**config.mk**
```make
export PLATFORM = sky130hd
export DESIGN_NAME = imem_loader_flat
export DESIGN_NICKNAME = d
export VERILOG_FILES = /design/src/rtl/imem_loader_pkg.sv /design/src/rtl/imem_loader_if.sv /design/src/rtl/imem_loader_pack.sv /design/src/rtl/imem_loader.sv /design/src/flat_wrapper.sv
export SDC_FILE = /design/constraint.sdc
export NUM_CORES = 1
export LEC_CHECK = 0
export CAP_MARGIN = 20
export CORE_UTILIZATION = 43
export DETAILED_ROUTE_END_ITERATION = 12
export PLACE_DENSITY = 0.75
export SYNTH_ARGS = -nofsm -noshare
export SYNTH_HDL_FRONTEND = slang
export SYNTH_HIERARCHICAL = 1
export SYNTH_SLANG_ARGS = --single-unit
```
**constraint.sdc**
```tcl
create_clock -name clk -period 2.38 [get_ports clk]
set_clock_uncertainty 0.2 [all_clocks]
set_input_delay 0.357 -clock clk [delete_from_list [all_inputs] [get_ports clk]]
set_output_delay 0.357 -clock clk [all_outputs]
set_load 0.005 [all_outputs]
```
**src/rtl/imem_loader_pkg.sv**
```systemverilog
// Shared definitions for the instruction-memory loader: loader states and
// the word/byte geometry that the assembler and the loader both depend on.
package imem_loader_pkg;

   localparam int WORD_W         = 32;
   localparam int BYTE_W         = 8;
   localparam int BYTES_PER_WORD = WORD_W / BYTE_W;
   localparam int IDX_W          = $clog2(BYTES_PER_WORD);

   typedef enum logic [1:0] {
      ST_LOAD  = 2'd0,
      ST_WRITE = 2'd1,
      ST_DONE  = 2'd2,
      ST_ERR   = 2'd3
   } state_t;

endpackage

```
**src/rtl/imem_loader_if.sv**
```systemverilog
// Byte-stream input and instruction-memory write port of the loader.
// master = loader side, slave = byte source / memory side.
interface imem_loader_if;
   import imem_loader_pkg::*;

   logic              in_valid;
   logic [BYTE_W-1:0] in_data;
   logic              in_last;
   logic              in_ready;
   logic              mem_we;
   logic [WORD_W-1:0] mem_addr;
   logic [WORD_W-1:0] mem_wdata;

   modport master (
      input  in_valid, in_data, in_last,
      output in_ready, mem_we, mem_addr, mem_wdata
   );

   modport slave (
      output in_valid, in_data, in_last,
      input  in_ready, mem_we, mem_addr, mem_wdata
   );

endinterface

```
**src/rtl/imem_loader_pack.sv**
```systemverilog
// Big-endian byte-to-word assembler: first byte lands in the top lane, and the
// first byte of every word clears the lower lanes so a short word is zero-filled.
module imem_loader_pack
   import imem_loader_pkg::*;
(
   input  logic              clk,
   input  logic              rst,
   input  logic              i_push,
   input  logic              i_flush,
   input  logic [BYTE_W-1:0] i_data,
   output logic [IDX_W-1:0]  o_idx,
   output logic [WORD_W-1:0] o_word
);

   logic [IDX_W-1:0] r_idx;

   always_ff @(posedge clk or posedge rst) begin
      if (rst) begin
         r_idx <= '0;
      end else if (i_flush) begin
         r_idx <= '0;
      end else if (i_push) begin
         r_idx <= r_idx + IDX_W'(1);
      end
   end

   assign o_idx = r_idx;

   genvar gi;
   generate
      for (gi = 0; gi < BYTES_PER_WORD; gi++) begin : g_lane
         logic [BYTE_W-1:0] r_lane;

         always_ff @(posedge clk or posedge rst) begin
            if (rst) begin
               r_lane <= '0;
            end else if (i_push) begin
               if (r_idx == IDX_W'(gi)) begin
                  r_lane <= i_data;
               end else if (r_idx == '0) begin
                  r_lane <= '0;
               end
            end
         end

         assign o_word[WORD_W-1-BYTE_W*gi -: BYTE_W] = r_lane;
      end
   endgenerate

endmodule

```
**src/rtl/imem_loader.sv**
```systemverilog
// Boot loader: streams bytes into 32-bit instruction words and releases the CPU.
// Define IMEM_LOADER_CHECKSUM_EN to treat the in_last byte as an XOR checksum.
module imem_loader
   import imem_loader_pkg::*;
#(
   parameter logic [31:0] BASE_ADDR = 32'h0000_0000,
   parameter int          MAX_WORDS = 256,
   localparam int         WC_W      = $clog2(MAX_WORDS + 1)
) (
   input  logic            clk,
   input  logic            rst,
   imem_loader_if.master   bus,
   output logic            cpu_run,
   output logic            load_done,
   output logic            load_err,
   output logic [WC_W-1:0] word_count
);

   state_t            r_state;
   state_t            w_state_next;
   logic [WC_W-1:0]   r_word_count;
   logic              r_last;
   logic              w_accept;
   logic              w_full;
   logic              w_push;
   logic              w_flush;
   logic              w_last_ok;
   logic [IDX_W-1:0]  w_idx;
   logic [WORD_W-1:0] w_word;

   assign w_accept = bus.in_valid && (r_state == ST_LOAD);
   assign w_full   = (r_word_count == WC_W'(MAX_WORDS));

   imem_loader_pack u_pack (
      .clk     (clk),
      .rst     (rst),
      .i_push  (w_push),
      .i_flush (w_flush),
      .i_data  (bus.in_data),
      .o_idx   (w_idx),
      .o_word  (w_word)
   );

`ifdef IMEM_LOADER_CHECKSUM_EN
   logic [BYTE_W-1:0] r_csum;
   logic              r_csum_ok;

   // Verdict is latched with the checksum byte so a trailing partial word can still be written first.
   always_ff @(posedge clk or posedge rst) begin
      if (rst) begin
         r_csum    <= '0;
         r_csum_ok <= 1'b0;
      end else begin
         if (w_push) begin
            r_csum <= r_csum ^ bus.in_data;
         end
         if (w_accept && bus.in_last) begin
            r_csum_ok <= (bus.in_data == r_csum);
         end
      end
   end

   assign w_last_ok = r_csum_ok;
`else
   assign w_last_ok = 1'b1;
`endif

   always_comb begin
      w_state_next = r_state;
      w_push       = 1'b0;
      w_flush      = 1'b0;
      case (r_state)
         ST_LOAD: begin
            if (w_accept) begin
               if (w_full) begin
                  w_state_next = ST_ERR;
`ifdef IMEM_LOADER_CHECKSUM_EN
               end else if (bus.in_last) begin
                  if (w_idx != '0) begin
                     w_state_next = ST_WRITE;
                  end else if (bus.in_data == r_csum) begin
                     w_state_next = ST_DONE;
                  end else begin
                     w_state_next = ST_ERR;
                  end
`endif
               end else begin
                  w_push = 1'b1;
                  if (bus.in_last || (w_idx == IDX_W'(BYTES_PER_WORD - 1))) begin
                     w_state_next = ST_WRITE;
                  end
               end
            end
         end
         ST_WRITE: begin
            w_flush = 1'b1;
            if (r_last) begin
               w_state_next = w_last_ok ? ST_DONE : ST_ERR;
            end else begin
               w_state_next = ST_LOAD;
            end
         end
         default: w_state_next = r_state;
      endcase
   end

   always_ff @(posedge clk or posedge rst) begin
      if (rst) begin
         r_state      <= ST_LOAD;
         r_word_count <= '0;
         r_last       <= 1'b0;
      end else begin
         r_state <= w_state_next;
         if (w_accept) begin
            r_last <= bus.in_last;
         end
         if (r_state == ST_WRITE) begin
            r_word_count <= r_word_count + WC_W'(1);
         end
      end
   end

   assign bus.in_ready  = (r_state == ST_LOAD);
   assign bus.mem_we    = (r_state == ST_WRITE);
   assign bus.mem_addr  = BASE_ADDR + (WORD_W'(r_word_count) << 2);
   assign bus.mem_wdata = w_word;
   assign cpu_run       = (r_state == ST_DONE);
   assign load_done     = (r_state == ST_DONE);
   assign load_err      = (r_state == ST_ERR);
   assign word_count    = r_word_count;

endmodule

```
**src/flat_wrapper.sv**
```systemverilog
// flat-port wrapper written by rule: the top's interface ports become plain ports
module imem_loader_flat import imem_loader_pkg::*;
#(
   parameter logic [31:0] BASE_ADDR = 32'h0000_0000,
   parameter int          MAX_WORDS = 256,
   localparam int         WC_W      = $clog2(MAX_WORDS + 1)
)
  (clk, rst, cpu_run, load_done, load_err, word_count, bus_in_valid, bus_in_data, bus_in_last, bus_in_ready, bus_mem_we, bus_mem_addr, bus_mem_wdata);
  imem_loader_if bus_i ();
  input  logic clk;
  input  logic rst;
  output logic cpu_run;
  output logic load_done;
  output logic load_err;
  output logic [WC_W-1:0] word_count;
  input wire logic [$bits(bus_i.in_valid)-1:0] bus_in_valid;
  input wire logic [$bits(bus_i.in_data)-1:0] bus_in_data;
  input wire logic [$bits(bus_i.in_last)-1:0] bus_in_last;
  output wire logic [$bits(bus_i.in_ready)-1:0] bus_in_ready;
  output wire logic [$bits(bus_i.mem_we)-1:0] bus_mem_we;
  output wire logic [$bits(bus_i.mem_addr)-1:0] bus_mem_addr;
  output wire logic [$bits(bus_i.mem_wdata)-1:0] bus_mem_wdata;
  assign bus_i.in_valid = bus_in_valid;
  assign bus_i.in_data = bus_in_data;
  assign bus_i.in_last = bus_in_last;
  assign bus_in_ready = bus_i.in_ready;
  assign bus_mem_we = bus_i.mem_we;
  assign bus_mem_addr = bus_i.mem_addr;
  assign bus_mem_wdata = bus_i.mem_wdata;
  imem_loader #(.BASE_ADDR(BASE_ADDR), .MAX_WORDS(MAX_WORDS)) u_core (.clk(clk), .rst(rst), .bus(bus_i), .cpu_run(cpu_run), .load_done(load_done), .load_err(load_err), .word_count(word_count));
endmodule
```
==> impl_metrics.ini, run 1 <==
[logic_synthesis]
syn_inst = 192
ys_seq_elements = 46
async_flop_share_pct = 100
synth.most_common_cell = dfrtp_1
yosys_warnings = 6
ys.flop_type = dfrtp_1
syn_area_per_cell_sq_um = 11.8
yosysTopAreaCell = dfrtp_1
synth_edf_count = 0
ys_top_cells_by_area = dfrtp_1 (51%), buf_4 (11%), a22o_1 (6.2%)
synth_cell_types = 32
netlist_area_sq_mm = 0.00226
yosysTopAreaCellShare_pct = 50.9
ys_seq_area_share_pct = 50.9
synthTopCellsByCount = dfrtp_1 (46), buf_4 (33), a22o_1 (16), inv_1 (14), nand2_1 (12)

[die]
coreArea_sq_mm = 0.00507
die_area_sq_mm = 0.00555
die_h_um = 74.5
start_util_pct = 44.6
fp.dieW_um = 74.5
std_cell_rows = 26
pin_count = 90

[global_routing]
grt-ovfl-total = 0
track_usage_pct = 17.0
grt_max_degree = 35
first_global_vias = 1517
gr-usage-met2_pct = 27.7
top_usage_layer = met2
antenna_found_initial = 0
grt_util_met1_pct = 23.4
grtUsageMet3_pct = 3.52
grt_pass1_wl_um = 7120

[clock_tree]
postCtsHoldBufs = 0
htree_levels = 2
clkTransAtPathRegs_ns = 0.08
ctsResizeCount = 0
cts_root_buffer = clkbuf_8
cts_tree = yes
clockBufferDepth = 2
cts_buffers = 5
cts_sinks = 46
post-cts-setup-buffers = 0
clk_latency_ns = 0.29

[critical_path]
startpoint_type = flop
startpoint = u_core/word_count[2]
cp_slowest_cell = dfrtp_1
worstPathRequired_ns = 2.35
end_kind = flop
path_buf_inv = 1
r2r_start = u_core/word_count[2]
critical_path_class = reg2reg
crit_arrival_ns = 2.16
critical-path-top-delay-family = simple AND/OR/NAND/NOR gates
r2r_end = u_core/u_pack/g_lane[0].r_lane[0]
rr_worst_depth = 6
worst-path-max-fanout = 8
r2r_slack_ns = 0.19
crit_path_max_incr_delay_ns = 0.47
crit_chain = nor4_2, nand4_1, nor2b_1, buf_4, nand2_2, mux2_2

[timing]
finalSetupTns_ns = 0
slew_violations = 0
rsz0062_at_grt = no
setup-violations-final = 0
period_needed_ns = 2.19
min_period_over_period_pct = 92.0
fin_ws_ns = 0.191
fmax_ghz = 0.457
maxSlewHeadroom_pct = 59.1
fin_hold_ws_ns = 0.217
worst_pin_slew_ns = 0.609
final_hold_viol_count = 0

[finish]
diodes = 0
n_fill_cell = 462
layout-drive-gt1-share_pct = 9.20
nets = 268
stdcell_count = 320
utilization_pct = 56.7
final_area_sq_mm = 0.00288
synthToLayoutAreaGrowth_pct = 27.3

[min_path]
holdCritPathClass = in2async

[placement]
dp_hpwl_um = 3250
numPortBuffers = 66
pre_cts_ws_ns = 0.181
placedInstanceArea_sq_mm = 0.00280
dp.cells = 313
gp_congestion = 0.743

[routing]
wire_per_inst_um = 13.8
via_per_inst = 4.76
ant_nets = 0
drt_iter0_drc = 108
vias = 1524
drc = 0
wirelength_um = 4430
drt-pass1-iter-count = 4

[power]
power_mw = 1.28
powerDensity_mw_per_mm2 = 444
ir_drop_mv = 0.277
p_leak_nw = 1.32

[run]
drv_cap = 0

[run_status]
status = complete, no violations
-- how the worst max path moves through the flow --
| stage | to | cells after the start |
|---|---|---|
| 3_5_place_dp | u_core/u_pack/g_lane[0].r_lane[0] | 6 |
| 3_3_place_gp | u_core/u_pack/g_lane[3].r_lane[1] | 6 |
| 5_1_grt | u_core/u_pack/g_lane[0].r_lane[0] | 6 |
| 6_report | u_core/u_pack/g_lane[0].r_lane[0] | 6 |
| 2_1_floorplan | u_core/u_pack/g_lane[2].r_lane[0] | 7 |
| 4_1_cts | u_core/u_pack/g_lane[0].r_lane[0] | 6 |
-- layout make-up --
cell class	count	area, sq um	share of cell area [%]
clock buffers	5	68.8	2.39
clock inverters	2	10.0	0.348
inverters	14	52.6	1.83
multi-input cells	115	833	28.9
flip-flops and latches	46	1150	40.0
well taps	70	87.6	3.04
repair buffers	68	676	23.5
-- power breakdown --
part | leakage (nW) | internal (mW) | switching, mW
Clock | 0.0438 | 0.197 | 0.247
Sequential | 0.596 | 0.781 | 0
Combinational | 0.679 | 0.0190 | 0.0337
Total | 1.32 | 0.997 | 0.281
-- routing by layer --
metal,vias up,routed length (um)
met2,69,2040
met1,744,1990
met5,-,0
li1,707,-
met3,4,370
met4,0,27
-- cell families after synthesis --
| group | Yosys count | share of synthesized area, % |
|---|---|---|
| fa+ha+maj | 6 | 3.32 |
| flops | 46 | 50.9 |
| simple gates | 35 | 9.40 |
| compound gates | 24 | 8.35 |
| xor+xnor | 9 | 3.48 |
| buf+inv | 53 | 15.9 |
| other cells | 1 | 0.166 |
| mux | 18 | 8.46 |
-- state kept, by name (all words and copies together), names as in the netlist --
register,flops
u_core/u_pack/o_idx,2
u_core/r_state,2
u_core/r_last,1
u_core/u_pack/g_lane.r_lane,32
u_core/word_count,9
-- layout by cell type (no fill, tap or decap), types with 4 or more instances in the layout --
cell             netlist  final
mux2i_1                9      9
mux2_2                 8      8
clkdlybuf4s50_1        0     66
a22o_1                16     16
clkbuf_8               0      5
nor2_1                 4      4
nand2_1               12     12
ha_1                   6      6
conb_1                 1     23
xnor2_1                9      9
inv_1                 14     14
dfrtp_1               46     46
Note: power is estimated with default switching activity, not from simulation.
==> inputs of run 2 (changes only) <==
Settings changed: CORE_MARGIN from default to 1.5.
==> impl_metrics.ini, run 2 (synthesis gave the netlist of run 1 again) <==
[finish]
nets = 268
largest_register_ffs = 32
diodes = 0
regMostFlops = u_core/u_pack/g_lane.r_lane
layout-drive-gt1-share_pct = 9.56
final_common_cell = clkdlybuf4s50_1
final_area_sq_mm = 0.00289
mostFrequentLayoutCells = clkdlybuf4s50_1 (66), dfrtp_1 (46), conb_1 (23)
synthToLayoutAreaGrowth_pct = 27.9

[clock_tree]
cts_root_buffer = clkbuf_8
cts_tree = yes
postCtsHoldBufs = 0
clk_latency_ns = 0.30
cts_buffers = 5
ctsResizeCount = 0
clkTransAtPathRegs_ns = 0.09
clockBufferDepth = 2
htree_levels = 2
cts_sinks = 46
post-cts-setup-buffers = 0

[placement]
dp_hpwl_um = 3390
placedInstanceArea_sq_mm = 0.00280
gp_congestion = 0.794
pre_cts_ws_ns = 0.195
numPortBuffers = 66

[min_path]
holdCritPathClass = in2async

[global_routing]
antenna_found_initial = 0
grt_max_degree = 35
first_global_vias = 1440
grt_pass1_wl_um = 7200
track_usage_pct = 17.3
grt-ovfl-total = 0

[critical_path]
critical_path_class = reg2reg
crit_path_max_incr_delay_ns = 0.48
path_buf_inv = 1
rr_worst_depth = 6
critical-path-top-delay-family = simple AND/OR/NAND/NOR gates
cp_slowest_cell = dfrtp_1
startpoint_type = flop
crit_arrival_ns = 2.26
worst-path-max-fanout = 8
end_kind = flop
r2r_slack_ns = 0.16
worstPathRequired_ns = 2.42
r2r_start = u_core/word_count[2]
r2r_end = u_core/u_pack/g_lane[2].r_lane[6]
crit_chain = nor4_2, nand4_1, nor2b_1, buf_4, o21ai_1, a22o_1

[routing]
vias = 1528
wirelength_um = 4590
ant_nets = 0
wire_per_inst_um = 14.3
drt_iter0_drc = 133
via_per_inst = 4.76
drt-pass1-iter-count = 4
drc = 0

[die]
std_cell_rows = 26
pin_count = 90
die_area_sq_mm = 0.00570
fp.dieW_um = 75.5
die_h_um = 75.5
start_util_pct = 44.6
coreArea_sq_mm = 0.00507

[timing]
finalSetupTns_ns = 0
final_hold_viol_count = 0
min_period_over_period_pct = 93.3
worst_pin_slew_ns = 0.696
slew_violations = 0
fmax_ghz = 0.450
maxSlewHeadroom_pct = 53.3
period_needed_ns = 2.22
rsz0062_at_grt = no
setup-violations-final = 0
fin_ws_ns = 0.160

[power]
p_leak_nw = 1.32
powerDensity_mw_per_mm2 = 455
ir_drop_mv = 0.222

[run]
drv_cap = 0

[run_status]
status = complete, no violations
## run 2: cell types whose count changed in the layout (fill, tap and decap cells not counted)
cell,delta
clkinv_2,-2
inv_6,+1
clkinvlp_4,+2
## run 2: metrics by stage
step | util, % | cells | hold slack [ns] | total power, mW
final | 57.0 | 321 | 0.180 | 1.32
after CTS | 57.0 | 321 | 0.196 | 1.33
after detailed placement | 55.2 | 313 | 0.282 | 0.850
after floorplan | - | 214 | 0.0217 | 0.846
after global placement | 55.2 | 313 | 0.284 | 0.850
after global routing | 57.0 | 321 | 0.242 | 1.38
## run 2: routing by layer
metal  track usage [%]  vias up  share of wire, %
met5                 0        -                 0
met4              6.55        0               1.8
met3              4.76        9               7.9
met2              27.7       78                47
met1              22.5      735                44
li1                  -      706                 -
## run 2: worst max-delay path by stage
stage / from / endpoint / slack [ns] / cells after the start
finish: u_core/word_count[2] / u_core/u_pack/g_lane[2].r_lane[6] / 0.16 / 6
global route: u_core/word_count[2] / u_core/u_pack/g_lane[2].r_lane[6] / 0.07 / 6
CTS: u_core/r_state[0] / bus_mem_we / 0.19 / 2
detailed placement: u_core/word_count[2] / u_core/u_pack/g_lane[2].r_lane[4] / 0.19 / 6
global placement: u_core/word_count[2] / u_core/u_pack/g_lane[0].r_lane[6] / 0.28 / 6
floorplan: u_core/word_count[2] / u_core/u_pack/g_lane[2].r_lane[0] / 0.43 / 7
## run 2: report_power, final
| part | internal (mW) | leakage, nW | switching, mW |
|---|---|---|---|
| Clock | 0.210 | 0.0408 | 0.272 |
| Combinational | 0.0190 | 0.679 | 0.0339 |
| Sequential | 0.781 | 0.596 | 0 |
## run 2: cell type report
type	count	area, sq um
inverters	14	52.6
clock inverters	3	23.8
well taps	70	87.6
flip-flops and latches	46	1150
multi-input cells	115	833
fillers	465	2180
clock buffers	5	68.8
repair buffers	68	676
